[src/rtl/vga_display_timing_param.sv]
// Parameterised VGA raster timing with STOP/RUN/DRAIN control and a
// latency-matched registered pixel/sync output stage.
module vga_display_timing_param #(
    parameter int H_ACTIVE  = 640,
    parameter int H_FRONT   = 16,
    parameter int H_SYNC    = 96,
    parameter int H_BACK    = 48,
    parameter int V_ACTIVE  = 480,
    parameter int V_FRONT   = 10,
    parameter int V_SYNC    = 2,
    parameter int V_BACK    = 33,
    parameter bit HSYNC_POL = 1'b0,
    parameter bit VSYNC_POL = 1'b0,
    parameter int COLOR_W   = 4,
    parameter int PIPE_LAT  = 1
) (
    input  logic               iCLOCK,
    input  logic               iRESET,
    input  logic               iRESET_SYNC,
    input  logic               iENABLE,
    output logic               oDATA_REQ,
    output logic [11:0]        oH_COUNT,
    output logic [11:0]        oV_COUNT,
    output logic               oLINE_START,
    output logic               oFRAME_START,
    input  logic               iPIXEL_VALID,
    input  logic [COLOR_W-1:0] iPIXEL_R,
    input  logic [COLOR_W-1:0] iPIXEL_G,
    input  logic [COLOR_W-1:0] iPIXEL_B,
    output logic               oDISP_HSYNC,
    output logic               oDISP_VSYNC,
    output logic               onDISP_BLANK,
    output logic [COLOR_W-1:0] oDISP_R,
    output logic [COLOR_W-1:0] oDISP_G,
    output logic [COLOR_W-1:0] oDISP_B,
    output logic               oUNDERFLOW,
    input  logic               iUNDERFLOW_CLR,
    output logic               oRUNNING
);
    localparam int H_TOTAL = H_ACTIVE + H_FRONT + H_SYNC + H_BACK;
    localparam int V_TOTAL = V_ACTIVE + V_FRONT + V_SYNC + V_BACK;
    localparam int HS_BEG  = H_ACTIVE + H_FRONT;
    localparam int HS_END  = HS_BEG + H_SYNC;
    localparam int VS_BEG  = V_ACTIVE + V_FRONT;
    localparam int VS_END  = VS_BEG + V_SYNC;
    localparam logic [11:0] H_LAST = 12'(H_TOTAL - 1);
    localparam logic [11:0] V_LAST = 12'(V_TOTAL - 1);

    typedef enum logic [1:0] {ST_STOP, ST_RUN, ST_DRAIN} state_t;

    typedef struct packed {
        logic req;
        logic hs;
        logic vs;
    } raw_t;

    state_t      state, state_nxt;
    logic [11:0] h_cnt, v_cnt;
    logic        running, h_end, frame_end, uf_set;
    raw_t        raw, dly_out;
    raw_t        dly [PIPE_LAT];

    assign running   = (state != ST_STOP);
    assign h_end     = (h_cnt == H_LAST);
    assign frame_end = h_end && (v_cnt == V_LAST);

    always_ff @(posedge iCLOCK or posedge iRESET) begin
        if (iRESET)
            state <= ST_STOP;
        else if (iRESET_SYNC)
            state <= ST_STOP;
        else
            state <= state_nxt;
    end

    // Draining keeps counting so only whole frames ever reach the pins.
    always_comb begin
        state_nxt = state;
        unique case (state)
            ST_STOP:  if (iENABLE) state_nxt = ST_RUN;
            ST_RUN:   if (!iENABLE) state_nxt = ST_DRAIN;
            ST_DRAIN: begin
                if (iENABLE)
                    state_nxt = ST_RUN;
                else if (frame_end)
                    state_nxt = ST_STOP;
            end
            default:  state_nxt = ST_STOP;
        endcase
    end

    always_ff @(posedge iCLOCK or posedge iRESET) begin
        if (iRESET) begin
            h_cnt <= '0;
            v_cnt <= '0;
        end else if (iRESET_SYNC || !running) begin
            h_cnt <= '0;
            v_cnt <= '0;
        end else if (h_end) begin
            h_cnt <= '0;
            v_cnt <= (v_cnt == V_LAST) ? 12'd0 : v_cnt + 12'd1;
        end else begin
            h_cnt <= h_cnt + 12'd1;
        end
    end

    always_comb begin
        raw.req = running && (int'(h_cnt) < H_ACTIVE)
                  && (int'(v_cnt) < V_ACTIVE);
        raw.hs  = running && (int'(h_cnt) >= HS_BEG)
                  && (int'(h_cnt) < HS_END);
        raw.vs  = running && (int'(v_cnt) >= VS_BEG)
                  && (int'(v_cnt) < VS_END);
    end

    assign oDATA_REQ    = raw.req;
    assign oH_COUNT     = h_cnt;
    assign oV_COUNT     = v_cnt;
    assign oLINE_START  = running && (h_cnt == 12'd0);
    assign oFRAME_START = oLINE_START && (v_cnt == 12'd0);
    assign oRUNNING     = running;

    // Matches the external pixel source latency before the pin register.
    always_ff @(posedge iCLOCK or posedge iRESET) begin
        if (iRESET) begin
            for (int i = 0; i < PIPE_LAT; i++) dly[i] <= '0;
        end else if (iRESET_SYNC) begin
            for (int i = 0; i < PIPE_LAT; i++) dly[i] <= '0;
        end else begin
            dly[0] <= raw;
            for (int i = 1; i < PIPE_LAT; i++) dly[i] <= dly[i-1];
        end
    end

    assign dly_out = dly[PIPE_LAT-1];
    assign uf_set  = dly_out.req && !iPIXEL_VALID;

    always_ff @(posedge iCLOCK or posedge iRESET) begin
        if (iRESET) begin
            oDISP_HSYNC  <= !HSYNC_POL;
            oDISP_VSYNC  <= !VSYNC_POL;
            onDISP_BLANK <= 1'b0;
            oDISP_R      <= '0;
            oDISP_G      <= '0;
            oDISP_B      <= '0;
            oUNDERFLOW   <= 1'b0;
        end else if (iRESET_SYNC) begin
            oDISP_HSYNC  <= !HSYNC_POL;
            oDISP_VSYNC  <= !VSYNC_POL;
            onDISP_BLANK <= 1'b0;
            oDISP_R      <= '0;
            oDISP_G      <= '0;
            oDISP_B      <= '0;
            oUNDERFLOW   <= 1'b0;
        end else begin
            oDISP_HSYNC  <= dly_out.hs ? HSYNC_POL : !HSYNC_POL;
            oDISP_VSYNC  <= dly_out.vs ? VSYNC_POL : !VSYNC_POL;
            onDISP_BLANK <= dly_out.req;
            if (dly_out.req && iPIXEL_VALID) begin
                oDISP_R <= iPIXEL_R;
                oDISP_G <= iPIXEL_G;
                oDISP_B <= iPIXEL_B;
            end else begin
                oDISP_R <= '0;
                oDISP_G <= '0;
                oDISP_B <= '0;
            end
            oUNDERFLOW <= uf_set || (oUNDERFLOW && !iUNDERFLOW_CLR);
        end
    end

endmodule
[config.mk]
export PLATFORM = sky130hd
export DESIGN_NAME = vga_display_timing_param
export DESIGN_NICKNAME = d
export VERILOG_FILES = /design/src/rtl/vga_display_timing_param.sv
export SDC_FILE = /design/constraint.sdc
export NUM_CORES = 1
export LEC_CHECK = 0
export ABC_AREA = 1
export CAP_MARGIN = 10
export CORE_ASPECT_RATIO = 1.1
export CORE_MARGIN = 3
export CORE_UTILIZATION = 48
export CTS_CLUSTER_SIZE = 16
export DETAILED_ROUTE_END_ITERATION = 10
export PLACE_DENSITY = 0.84
export SYNTH_ARGS = -nofsm -noshare
export SYNTH_HDL_FRONTEND = slang
export SYNTH_SLANG_ARGS = --single-unit
[constraint.sdc]
create_clock -name iCLOCK -period 1.75 [get_ports iCLOCK]
set_input_delay 0.175 -clock iCLOCK [delete_from_list [all_inputs] [get_ports iCLOCK]]
set_output_delay 0.175 -clock iCLOCK [all_outputs]
set_load 0.01 [all_outputs]
=== Yosys cells after proc, flatten, opt, wreduce, memory -nomap -nowiden ===
Index checks and enable logic that the tools add are counted.

* Input bits: 18
* Logic and storage cells: 75
* Output and inout bits: 44
* Flip-flop bits (word level): 45

* Equal/unequal tests: 7
* Order comparisons: 6
* Mux-type cells: 24
* Add/sub/neg operators: 2
* Reduce and logical (&&, ||, !) cells: 23

{| class="wikitable"
|+ Operators with widths
! kind !! count
|-
| 2-to-1 mux 12 bit || 5
|-
| adder 12 x 1 -> 12 bit, second input constant || 2
|-
| == test 12 x 10 -> 1 bit, second input constant || 2
|-
| logical NOT 12 bit || 2
|-
| < comparator 12 x 10 -> 1 bit, second input constant || 2
|-
| < comparator 12 x 9 -> 1 bit, second input constant || 2
|-
| 2-to-1 mux 4 bit || 6
|-
| greater-or-equal comparator 12 x 10 -> 1 bit, second input constant || 1
|-
| greater-or-equal comparator 12 x 9 -> 1 bit, second input constant || 1
|-
| logical AND 1 bit || 12
|-
| 2-to-1 mux 2 bit || 5
|-
| 2-to-1 mux 1 bit || 6
|-
| inequality test 3 bit, second input constant || 2
|-
| one-hot mux 2 bit (3 select lines) || 1
|-
| inequality test 4 bit, second input constant || 1
|-
| nonzero test 2 bit || 2
|-
| logical NOT 1 bit || 3
|-
| 2-to-1 mux 3 bit || 1
|-
| AND reduction 3 bit || 1
|-
| == test 2 x 1 -> 1 bit, second input constant || 1
|-
| == test 2 bit, second input constant || 1
|-
| logical NOT 2 bit || 1
|-
| logical OR 1 bit || 2
|}

=== Logic depth before layout (Yosys ltp) ===
Gate-level depths: netlist (run 1).

* Word-level depth: 6
* Gate-level depth with buffers: 9
* Mapped depth without buffers: 9

=== Worst setup path after synthesis (run 1) ===
OpenSTA, ideal clock, no wires.

* Path type: register -> register
* Start point: reg h_cnt[0], in the netlist oH_COUNT[0]
* End point: reg v_cnt[1], in the netlist oV_COUNT[1]
* Data required time: 1.634 ns
* Library setup time: 0.116 ns
* Period minus slack after synthesis: 1.486 ns
* Stages on the path, launching flop included: 10
* Slack: 0.264 ns
* Arrival time: 1.369 ns
* Buffers on the path: 1
* Cells stage by stage: dfrtp_1 ha_1 nand2_2 nor2_4 nand3_2 nand2_4 inv_4 buf_8 nand2_1 nand2_1

* Word-level cells in the longest chain between the ends: 2

{| class="wikitable"
|+ Ends and longest elaborated chain
! what !! RTL line !! RTL
|-
| start: declaration || 58 || <nowiki>logic [11:0] h_cnt, v_cnt;</nowiki>
|-
| start signal: assignment || 103 || <nowiki>h_cnt <= h_cnt + 12'd1;</nowiki>
|-
| == test 12 x 10 -> 1 bit || 64 || <nowiki>assign h_end = (h_cnt == H_LAST);</nowiki>
|-
| nonzero test 2 bit (no line) || n/a ||
|-
| end signal: assignment || 101 || <nowiki>v_cnt <= (v_cnt == V_LAST) ? 12'd0 : v_cnt + 12'd1;</nowiki>
|-
| end: declaration || 58 ||
|}

No other way between the ends.
A chain may end at the register's enable or synchronous reset.

=== Final worst setup path (run 1) ===
* Start point: reg state[1]
* End point: out oRUNNING

* Word-level cells in the longest chain between the ends: 1

{| class="wikitable"
|+ Ends and longest elaborated chain
! what !! RTL line !! RTL
|-
| start: declaration || 57 || <nowiki>state_t state, state_nxt;</nowiki>
|-
| start signal: assignment || 73 || <nowiki>state <= state_nxt;</nowiki>
|-
| nonzero test 2 bit || 63 || <nowiki>assign running = (state != ST_STOP);</nowiki>
|-
| end: declaration || 38 || <nowiki>output logic oRUNNING</nowiki>
|}

No other way between the ends.

==> flow_metrics.py, run 1 <==
metrics = {
    "outcome": {
        "status": "finished clean",
    },
    "drt": {
        "first_pass_iters": 5,
        "drc_errors": 0,
        "drt_iter0_drc": 143,
        "routed_via_density": 5.20,
        "postRouteAntennaNets": 0,
        "routedWlPerCell_microns": 13.8,
        "wirelength_microns": 6390,
        "num_vias": 2415,
    },
    "synth": {
        "post-synth-top-count-cell": "nand2_1",
        "ys_ff_latch": 45,
        "synth_area_leaders": "dfrtp_1 (46%), nand2_1 (15%), nor2_1 (7.3%), inv_1 (5.9%), nand3_1 (3.6%)",
        "syn_inst": 306,
        "yosys.area.top_type": "dfrtp_1",
        "async_flop_share": 1.00,
        "yosysSeqAreaShare": 0.480,
        "synth.distinct_cells": 31,
        "synthFlopType": "dfrtp_1",
        "yosys_warnings": 0,
        "synth_xor_area_frac": 0.0224,
        "synth_top_family_by_area": "simple AND/OR/NAND/NOR gates",
        "synth_common_cells": "nand2_1 (96), nor2_1 (46), dfrtp_1 (43)",
        "synth_top_area_frac": 0.458,
        "synth_adder_area_share": 0.0213,
        "syn_area_sq_um": 2350,
        "synth_edf_count": 0,
        "yosys.area_share.simple": 0.369,
        "syn_area_per_cell_sq_um": 7.68,
        "synth_nets": 328,
        "synth_compound_area_frac": 0.0261,
        "synthMuxAreaShare": 0,
    },
    "global_routing": {
        "grt_pass1_wl_microns": 10800,
        "grt_pass1_vias": 2409,
        "grt_max_degree": 19,
        "grt_use_total": 0.238,
        "globalRouteOverflowTotal": 0,
        "antenna_found_initial": 0,
    },
    "timing": {
        "max_freq_mhz": 581,
        "fin_crit_sh": 0.983,
        "rsz0062_at_grt": "true",
        "period_needed_ns": 1.72,
        "setup_viol": 0,
        "finalHoldViolations": 0,
        "tightestPinTransition_ns": 0.605,
        "finalMaxSlewViolations": 0,
        "setup_tns_ns": 0,
        "hold_ws_ns": 0.167,
        "slew_headroom": 0.594,
        "clock_skew_ns": 0.00324,
    },
    "worst_setup_path": {
        "path_delay_family": "buffers and inverters",
        "r2r_cells": 9,
        "regToRegSetupSlack_ns": 0.12,
        "cp.arrival_ns": 1.55,
        "path_cells": "nor2_2, inv_1, buf_4, clkdlybuf4s50_1",
        "crit_type": "reg -> out",
        "cpPeakStageDelay_ns": 0.47,
        "worstPathRequired_ns": 1.57,
        "crit-reg2reg-launch": "oH_COUNT[0]",
        "start_kind": "flop",
        "critPathMaxFanout": 3,
        "slowest_stage": "clkdlybuf4s50_1",
        "crit_path_end_kind": "output pin",
        "rr_endpoint": "oV_COUNT[7]",
        "critPathBufInv": 3,
    },
    "cts": {
        "htreeDepth": 2,
        "postCtsSetupRepairBufs": 0,
        "cts_tree": "yes",
        "cts_buffers": 5,
        "clk_pin_slew_worst_paths_ns": 0.08,
        "cts.sinks": 45,
        "hold_buffers": 0,
        "clockRootBuffer": "clkbuf_8",
        "worstSkewPairLatency_ns": 0.30,
        "cts_max_path_buffers": 2,
    },
    "die": {
        "initial_core_util": 0.502,
        "die-area_sq_um": 5770,
        "die_y_microns": 79.4,
        "io_pins": 62,
        "core_area_sq_um": 4680,
        "dieWidth_microns": 72.7,
        "row_count": 26,
    },
    "pwr": {
        "ir_drop_mv": 0.515,
        "powerDensity_nw_per_um2": 599,
        "cellLeakagePower_nw": 1.68,
    },
    "job": {
        "drv_cap": 0,
    },
    "layout": {
        "drive_above_1_share": 0.186,
        "area_growth_pct": 46.0,
        "n_antenna_cell": 0,
        "fin_nets": 429,
        "fin_area_sq_um": 3430,
        "num-fill-cells": 350,
    },
    "place": {
        "place_hpwl_microns": 4690,
        "numPortBuffers": 61,
        "dpl_cell_area_sq_um": 3280,
        "place.gp.congestion": 0.916,
    },
    "worst_hold_path": {
        "hold_class": "in -> async",
    },
}
## final cells by class
type,instances,area [sq um],share of cell area
multi-input cells,216,1070,0.313
clock buffers,6,82.6,0.0241
flip-flops and latches,45,1130,0.329
repair buffers,100,888,0.259
clock inverters,2,37.5,0.0109
inverters,39,149,0.0434
well taps,56,70.1,0.0204
## how the worst max path moves through the flow
stage,startpoint,endpoint,slack [ns],cells past startpoint
after floorplan,oH_COUNT[0],oV_COUNT[1],0.26,9
final,state[1],oRUNNING,0.03,4
after CTS,state[1],oRUNNING,0.008,4
after global placement,oH_COUNT[11],oFRAME_START,0.001,7
after global routing,state[0],oRUNNING,-0.05,4
after detailed placement,oH_COUNT[10],oFRAME_START,-0.07,7
## timing repair
action | CTS | global route
setup endpoints to repair | 3 | 5
pin swaps | 2 | 3
endpoints found under the hold margin | 0 | 0
gates resized for setup | 12 | 10
## where the power goes
group,leakage [nW],internal [W],total [W],switching (W)
Sequential,0.616,0.00105,0.00105,0.00000508
Clock,0.0574,0.000464,0.000831,0.000366
Combinational,1.01,0.0000811,0.000171,0.0000900
Total,1.68,0.00159,0.00206,0.000461
## routing by layer
layer	global-route usage	part of all wire	vias to the layer above
li1	-	-	1158
met1	0.292	0.39	1096
met2	0.390	0.48	138
met3	0.0542	0.090	23
met4	0.114	0.038	0
met5	0	0	-
## logic make-up after synthesis
kind of cell | after synthesis
buf+inv | 45
simple gates | 196
flops | 45
fa+ha+maj | 4
compound gates | 10
xor+xnor | 6
## registers in the layout (all words and copies together), names as in the netlist
name and cells:
oH_COUNT 12, oV_COUNT 12, oDISP_B 4, oDISP_G 4
oDISP_R 4, dly 3, state 2, oDISP_HSYNC 1
oDISP_VSYNC 1, oUNDERFLOW 1, onDISP_BLANK 1
## cells in the final DEF, fill, tap and decap left out, types with 5 or more instances in the layout
cell	n
buf_4	39
clkbuf_8	6
clkdlybuf4s50_1	58
dfrtp_1	42
inv_1	36
nand2_1	94
nand2_2	6
nand3_1	16
nand4_1	11
nor2_1	42
nor2_2	5
nor3_1	9
xor2_1	6
## through the flow
step                utilization  total power (W)  setup slack, ns  std cells
floorplan                     -          0.00115            0.264        306
global placement          0.701          0.00125          0.00150        456
detailed placement        0.701          0.00125          -0.0725        456
CTS                       0.729          0.00207          0.00825        464
global route              0.732          0.00214          -0.0488        464
finish                    0.732          0.00206           0.0291        464
No activity file was read; power rests on OpenSTA's default activity.
==> run 2: changes to the inputs <==
- CORE_MARGIN: 3 -> default
==> flow_metrics.py, run 2 (synthesis results as in run 1) <==
metrics = {
    "worst_setup_path": {
        "start_kind": "flop",
        "critPathMaxFanout": 2,
        "worstPathRequired_ns": 1.57,
        "crit_path_end_kind": "output pin",
        "crit_type": "reg -> out",
        "cp.arrival_ns": 1.52,
    },
    "die": {
        "die-area_sq_um": 5180,
        "row_count": 26,
        "die_y_microns": 75.4,
        "dieWidth_microns": 68.7,
        "io_pins": 62,
        "initial_core_util": 0.502,
        "core_area_sq_um": 4680,
    },
    "pwr": {
        "clock_power_share": 0.384,
        "ir_drop_mv": 0.440,
        "powerDensity_nw_per_um2": 581,
        "internal_power_w": 0.00155,
        "p_total_w": 0.00199,
        "power_frac_comb": 0.087,
        "cellLeakagePower_nw": 1.69,
        "power_switching_w": 0.000447,
        "swShare": 0.224,
        "p_seq_frac": 0.528,
    },
    "place": {
        "numPortBuffers": 61,
        "place.gp.congestion": 0.918,
        "place_hpwl_microns": 4590,
        "dpl_cell_area_sq_um": 3280,
    },
    "drt": {
        "routedWlPerCell_microns": 13.4,
        "drt_iter0_drc": 91,
        "postRouteAntennaNets": 0,
        "drc_errors": 0,
        "routed_via_density": 5.11,
        "wirelength_microns": 6210,
        "num_vias": 2371,
        "first_pass_iters": 4,
    },
    "layout": {
        "fin_nets": 430,
        "most-common-layout-cells": "nand2_1 (94), clkdlybuf4s50_1 (58), nor2_1 (44)",
        "n_antenna_cell": 0,
        "final_common_cell": "nand2_1",
        "area_growth_pct": 46.0,
        "drive_above_1_share": 0.189,
        "fin_area_sq_um": 3430,
        "final_util": 0.732,
    },
    "timing": {
        "setup_viol": 0,
        "finalHoldViolations": 0,
        "clock_skew_ns": 0.00670,
        "max_freq_mhz": 591,
        "slew_headroom": 0.586,
        "hold_ws_ns": 0.170,
        "period_needed_ns": 1.69,
        "tightestPinTransition_ns": 0.617,
        "finalMaxSlewViolations": 0,
        "fin_crit_sh": 0.967,
        "setup_tns_ns": 0,
    },
    "worst_hold_path": {
        "hold_class": "in -> async",
    },
    "cts": {
        "clk_pin_slew_worst_paths_ns": 0.08,
        "worstSkewPairLatency_ns": 0.31,
        "hold_buffers": 0,
        "cts.sinks": 45,
        "cts_tree": "yes",
        "cts_max_path_buffers": 2,
        "clockRootBuffer": "clkbuf_8",
        "cts_buffers": 5,
        "htreeDepth": 2,
    },
    "job": {
        "drv_cap": 0,
    },
    "global_routing": {
        "grt_use_total": 0.254,
        "grt_pass1_wl_microns": 9700,
        "antenna_found_initial": 0,
        "grt_pass1_vias": 2201,
        "globalRouteOverflowTotal": 0,
        "grt_max_degree": 19,
    },
    "outcome": {
        "status": "finished clean",
    },
}
-- run 2: cell types whose count changed in the layout (fill, tap and decap cells not counted), sizes merged --
cell,before,now
buf,40,41
clkbuf,8,7
clkinv,1,2
clkinvlp,1,0
-- run 2: path summary, 6_finish.rpt --
check	from	endpoint	slack, ns	cells after the start
max	oH_COUNT[2]	oFRAME_START	0.06	5
max reg2reg	oH_COUNT[0]	oV_COUNT[6]	0.13	9
min	iRESET	oDISP_G[3]	0.17	2
min reg2reg	dly[0]	oDISP_VSYNC	0.38	1
min in group iCLOCK	dly[0]	oDISP_VSYNC	0.38	1
max in group asynchronous	iRESET	oH_COUNT[11]	1.05	3
-- run 2: repair_timing --
item                       4_1_cts  5_1_grt
gates cloned                     0        0
setup endpoints to repair        3       13
pin swaps                        2        3
gates resized for setup         13       10
buffers inserted                 1        2
-- run 2: through the flow --
stage,setup slack [ns],std cells
CTS,0.000844,462
global route,-0.0415,464
finish,0.0582,464
floorplan,0.264,306
detailed placement,-0.0581,454
global placement,-0.0116,454
-- run 2: area by class of cell --
type	count	area, sq um
well taps	56	70.1
fillers	366	1250
multi-input cells	216	1070
repair buffers	101	908
clock inverters	2	35.0
flip-flops and latches	45	1130
clock buffers	5	68.8
inverters	39	149
-- run 2: layer usage --
metal / wire length, microns / global-route usage / vias to the layer above
li1: - / - / 1159
met1: 2510 / 0.304 / 1102
met2: 3060 / 0.434 / 98
met3: 507 / 0.0644 / 12
met4: 137 / 0.102 / 0
met5: 0 / 0 / -
-- run 2: power by group through the flow --
stage	Combinational [W]	Clock, W	Sequential [W]
6_report	0.000174	0.000766	0.00105
2_1_floorplan	0.0000679	0	0.00108
5_1_grt	0.000191	0.000816	0.00105
4_1_cts	0.000176	0.000781	0.00105
3_3_place_gp	0.000174	0	0.00107
3_5_place_dp	0.000178	0	0.00107
-- run 2: critical path: stages (launching register included) --
cell     delay, ns
dfrtp_1       0.41
nor3_1        0.26
nand2_2       0.13
nor2_4        0.14
and3_1        0.15
buf_2         0.12
==> run 3: changes to the inputs <==
- CORE_MARGIN: default -> 3
==> results of run 3 <==
Final layout, timing and power as in run 1 (identical DEF).
